`src/rtl/tx_serializer.sv`:
```
// Transmit serializer: shifts pre-encoded line symbols onto a 1-bit line, fills gaps with
// an idle comma, optionally forces periodic alignment commas, and can emit a PRBS instead.
module tx_serializer #(
    parameter int unsigned          SYM_W        = 10,
    parameter logic [SYM_W-1:0]     IDLE_SYM     = 10'h17C,
    parameter bit                   LSB_FIRST    = 1'b1,
    parameter int unsigned          ALIGN_PERIOD = 0,
    parameter int unsigned          PRBS_LEN     = 16,
    parameter logic [PRBS_LEN-1:0]  PRBS_TAPS    = 16'hB400,
    parameter logic [PRBS_LEN-1:0]  PRBS_SEED    = 16'h5678
) (
    input  logic             clk_bit,
    input  logic             rst,
    input  logic [SYM_W-1:0] sym_in,
    input  logic             sym_valid,
    output logic             sym_ready,
    input  logic             prbs_on,
    output logic             out,
    output logic             idle,
    output logic             comma_ins
);

    localparam int unsigned CNT_W  = $clog2(SYM_W);
    localparam int unsigned ACNT_W = (ALIGN_PERIOD > 32'd0) ? $clog2(ALIGN_PERIOD + 32'd1) : 1;
    localparam logic [CNT_W-1:0]  LAST_BIT  = CNT_W'(SYM_W - 32'd1);
    localparam logic [ACNT_W-1:0] ACNT_MAX  = ACNT_W'(ALIGN_PERIOD);
    localparam bit                ALIGN_EN  = (ALIGN_PERIOD != 32'd0);

    function automatic logic lfsr_feedback(input logic [PRBS_LEN-1:0] state);
        return ^(state & PRBS_TAPS);
    endfunction

    // The register drains toward whichever end feeds the line.
    function automatic logic [SYM_W-1:0] shift_toward_line(input logic [SYM_W-1:0] sr);
        if (LSB_FIRST) begin
            return {1'b0, sr[SYM_W-1:1]};
        end else begin
            return {sr[SYM_W-2:0], 1'b0};
        end
    endfunction

    logic [SYM_W-1:0]    shreg_q,  shreg_d;
    logic [CNT_W-1:0]    bitcnt_q, bitcnt_d;
    logic [ACNT_W-1:0]   acnt_q,   acnt_d;
    logic [PRBS_LEN-1:0] lfsr_q,   lfsr_d;
    logic                out_q,    out_d;
    logic                idle_q,   idle_d;
    logic                comma_q,  comma_d;

    logic                load_s;
    logic                force_comma_s;
    logic                line_bit_s;
    logic [ACNT_W-1:0]   acnt_inc_s;

    assign load_s        = (bitcnt_q == LAST_BIT);
    assign force_comma_s = ALIGN_EN && (acnt_q == ACNT_MAX);
    assign line_bit_s    = LSB_FIRST ? shreg_q[0] : shreg_q[SYM_W-1];
    assign acnt_inc_s    = ALIGN_EN ? (acnt_q + 1'b1) : '0;

    assign sym_ready = load_s && !force_comma_s && !prbs_on;
    assign out       = out_q;
    assign idle      = idle_q;
    assign comma_ins = comma_q;

    // Next-state selection for framing and PRBS modes.
    always_comb begin
        shreg_d  = shreg_q;
        bitcnt_d = bitcnt_q;
        acnt_d   = acnt_q;
        lfsr_d   = lfsr_q;
        out_d    = out_q;
        idle_d   = idle_q;
        comma_d  = 1'b0;
        if (prbs_on) begin
            // Framing is parked on a fresh idle symbol so it restarts cleanly on exit.
            out_d    = lfsr_q[0];
            lfsr_d   = {lfsr_q[PRBS_LEN-2:0], lfsr_feedback(lfsr_q)};
            bitcnt_d = '0;
            shreg_d  = IDLE_SYM;
            acnt_d   = '0;
            idle_d   = 1'b1;
        end else begin
            out_d   = line_bit_s;
            shreg_d = shift_toward_line(shreg_q);
            if (load_s) begin
                bitcnt_d = '0;
                if (force_comma_s) begin
                    shreg_d = IDLE_SYM;
                    acnt_d  = '0;
                    idle_d  = 1'b1;
                    comma_d = 1'b1;
                end else if (sym_valid) begin
                    shreg_d = sym_in;
                    acnt_d  = acnt_inc_s;
                    idle_d  = 1'b0;
                end else begin
                    shreg_d = IDLE_SYM;
                    acnt_d  = '0;
                    idle_d  = 1'b1;
                end
            end else begin
                bitcnt_d = bitcnt_q + 1'b1;
            end
        end
    end

    // State and output registers with synchronous reset.
    always_ff @(posedge clk_bit) begin
        if (rst) begin
            shreg_q  <= IDLE_SYM;
            bitcnt_q <= '0;
            acnt_q   <= '0;
            lfsr_q   <= PRBS_SEED;
            out_q    <= 1'b0;
            idle_q   <= 1'b1;
            comma_q  <= 1'b0;
        end else begin
            shreg_q  <= shreg_d;
            bitcnt_q <= bitcnt_d;
            acnt_q   <= acnt_d;
            lfsr_q   <= lfsr_d;
            out_q    <= out_d;
            idle_q   <= idle_d;
            comma_q  <= comma_d;
        end
    end

endmodule

```
`config.mk`:
```
export PLATFORM = sky130hd
export DESIGN_NAME = tx_serializer
export DESIGN_NICKNAME = d
export VERILOG_FILES = /design/src/rtl/tx_serializer.sv
export SDC_FILE = /design/constraint.sdc
export NUM_CORES = 1
export LEC_CHECK = 0
export CELL_PAD_IN_SITES_DETAIL_PLACEMENT = 1
export CELL_PAD_IN_SITES_GLOBAL_PLACEMENT = 1
export CORE_MARGIN = 2
export CORE_UTILIZATION = 44
export CTS_BUF_LIST = sky130_fd_sc_hd__clkbuf_16
export DETAILED_ROUTE_END_ITERATION = 6
export PLACE_DENSITY_LB_ADDON = 0.05
export REMOVE_ABC_BUFFERS = 1
export SYNTH_ARGS = -nofsm -noshare
export SYNTH_HDL_FRONTEND = slang
export SYNTH_SLANG_ARGS = --single-unit
```
`constraint.sdc`:
```
create_clock -name clk_bit -period 2.8 [get_ports clk_bit]
set_clock_uncertainty 0.15 [all_clocks]
set_input_delay 0.56 -clock clk_bit [delete_from_list [all_inputs] [get_ports clk_bit]]
set_output_delay 0.56 -clock clk_bit [all_outputs]
set_load 0.1 [all_outputs]
```
==> results.sh <==
export IMPL_numPortBuffers=16
export IMPL_route_detailed_drc=0
export IMPL_cts_buffers=5
export IMPL_synth_top_cell_by_area="dfxtp_1"
export IMPL_multiInputGateArea_sq_um=589
export IMPL_drt_iter0_markers=32
export IMPL_synth_edf_count=0
export IMPL_final_area_sq_um=1590
export IMPL_grt_pass1_wl_mm=4.19
export IMPL_die_w_um=58.6
export IMPL_area_delta_synth_final_pct=21.1
export IMPL_post_cts_resized=0
export IMPL_grt_max_degree=30
export IMPL_cp_max_fo=14
export IMPL_htreeDepth=2
export IMPL_post_place_ws_ns=0.678
export IMPL_hold_buffers=0
export IMPL_start_kind="flip-flop"
export IMPL_ys_flop_type="dfxtp_1"
export IMPL_wl_mm=2.40
export IMPL_grt_usage_pct=16.2
export IMPL_clk_pin_slew_ns=0.05
export IMPL_worst_slack_ns=0.582
export IMPL_hpwl_mm=1.66
export IMPL_cts_root_buf="clkbuf_16"
export IMPL_synthTopCellsByArea="dfxtp_1 49%, a211o_1 5.3%, nor2_1 4.9%"
export IMPL_crit_buf_inv=1
export IMPL_rsz0062_at_grt="false"
export IMPL_grt_remaining_overflow=0
export IMPL_worst_path_max_delay_cell="dfxtp_1"
export IMPL_coreArea_sq_um=2810
export IMPL_slowest_delay_ns=0.37
export IMPL_netlist_area_leader_share_pct=48.8
export IMPL_synth_cell_types=29
export IMPL_p_leak_nw=0.658
export IMPL_ir_worst_vdd_mv=0.289
export IMPL_clock_latency_ns=0.27
export IMPL_cts_tree="built"
export IMPL_layoutNonFillerInstCount=177
export IMPL_drive_above_1_share_pct=14.4
export IMPL_wl_per_cell_um=13.5
export IMPL_core_rowCount=19
export IMPL_slew_viol_final=0
export IMPL_final_util_pct=56.6
export IMPL_num_nets_final=161
export IMPL_vias_per_cell=5.11
export IMPL_cts_buffer_depth=2
export IMPL_antenna_found_initial=0
export IMPL_fin_tns_setup_ns=0
export IMPL_regArea_sq_um=641
export IMPL_cp_top_family="simple AND/OR/NAND/NOR gates"
export IMPL_first_global_vias=974
export IMPL_fillCellCount=319
export IMPL_final_antenna_net_count=0
export IMPL_finalSetupViolCount=0
export IMPL_gp_congestion=0.707
export IMPL_yosysWarnings=0
export IMPL_hp_class="reg2reg"
export IMPL_final_cell_mix="32 x dfxtp_1, 17 x nor2_1, 13 x clkdlybuf4s50_1"
export IMPL_die_y_um=58.6
export IMPL_cts_setup_buffers=0
export IMPL_cts_sinks=32
export IMPL_firstDrtPassIters=3
export IMPL_ys_ff_latch=32
export IMPL_placed_cells=169
export IMPL_drv_cap=0
export IMPL_criticalPathCategory="reg2out"
export IMPL_synth_cells=129
export IMPL_antenna_cells=0
export IMPL_cp_cell_sequence="ha_1 > nand3b_4 > nor2_1 > buf_12"
export IMPL_io_pins=18
export IMPL_worstPathRequired_ns=2.09
export IMPL_min_period_over_period_pct=79.2
export IMPL_cp_end_kind="output pin"
export IMPL_mostFrequentLayoutCell="dfxtp_1"
export IMPL_min_period_ns=2.22
export IMPL_synthArstFlopShare_pct=0
export IMPL_syn_mean_instance_area_sq_um=10.2
export IMPL_cellPowerDensity_nw_per_um2=680
export IMPL_status="finished clean"
export IMPL_hold_violations=0
export IMPL_netlist_area_sq_um=1310
export IMPL_cp_arrival_ns=1.51
export IMPL_yosysSeqAreaShare_pct=48.8
export IMPL_initial_utilization_pct=46.8
export IMPL_clock_fmax_mhz=451
export IMPL_dpl_cell_area_sq_um=1450
export IMPL_design_die_area_sq_um=3440
export IMPL_vias=904
sequential cells by signal, indices dropped and copies added (netlist names):
signal and cells:
shreg_q 10, idle 1, out 1, bitcnt_q 4
lfsr_q 16
cells in the mapped netlist (3+ instances only):
| master | count |
|---|---|
| dfxtp_1 | 32 |
| nor2_1 | 17 |
| a211o_1 | 8 |
| nor2b_1 | 8 |
| nand2_1 | 7 |
| mux2i_1 | 6 |
| nor3b_1 | 6 |
| o21ai_1 | 6 |
| xnor2_1 | 4 |
| a21oi_1 | 3 |
| a21oi_2 | 3 |
| buf_2 | 3 |
| buf_6 | 3 |
| nand2b_1 | 3 |
| nand3_2 | 3 |
power breakdown:
group	leakage, nW	internal (W)	switching [W]	total, W
sequential	0.264	0.000480	0.0000125	0.000492
clock	0.0738	0.000318	0.000172	0.000490
combinational	0.320	0.0000487	0.0000498	0.0000986
worst min-delay path, delay by kind of cell, from the launching register on:
family           cells  cell delay [ns]
AND/OR/NAND/NOR      1             0.06
AO/OA/AOI/OAI        1             0.05
flip-flops           1             0.29
path summary, 6_finish.rpt:
path / startpoint / to / slack, ns / cells after the start
max: bitcnt_q[0] / sym_ready / 0.58 / 4
min: shreg_q[1] / shreg_q[0] / 0.29 / 2
max reg2reg: bitcnt_q[0] / shreg_q[0] / 1.27 / 4
min reg2reg: shreg_q[1] / shreg_q[0] / 0.29 / 2
kinds of logic after synthesis:
logic type	share of synthesized area, %
buffers and inverters	6.29
multiplexers	4.58
adder cells (fa/ha/maj)	1.91
AO/OA/AOI/OAI	12.3
flip-flops	48.8
AND/OR/NAND/NOR	23.2
XOR/XNOR	2.67
other	0.286
routing by layer:
metal | track usage [%] | wire length [um]
met2 | 29.5 | 1220
met1 | 17.8 | 1050
met4 | 6.82 | 31
met5 | 0 | 0
met3 | 4.18 | 97
per-stage QoR:
step           hold WS (ns)  power [W]
2_1_floorplan         0.276   0.000555
3_3_place_gp          0.282   0.000595
3_5_place_dp          0.289   0.000600
4_1_cts               0.297    0.00109
5_1_grt               0.321    0.00113
6_report              0.291    0.00108
cell type report:
type                    instances  share of cell area, %
flip-flops and latches         32                   40.3
multi-input cells              87                   37.1
repair buffers                 18                   11.3
clock buffers                   5                   7.87
well taps                      31                   2.44
clock inverters                 3                  0.709
inverters                       1                  0.236
Note: power is estimated with default switching activity, not from simulation.
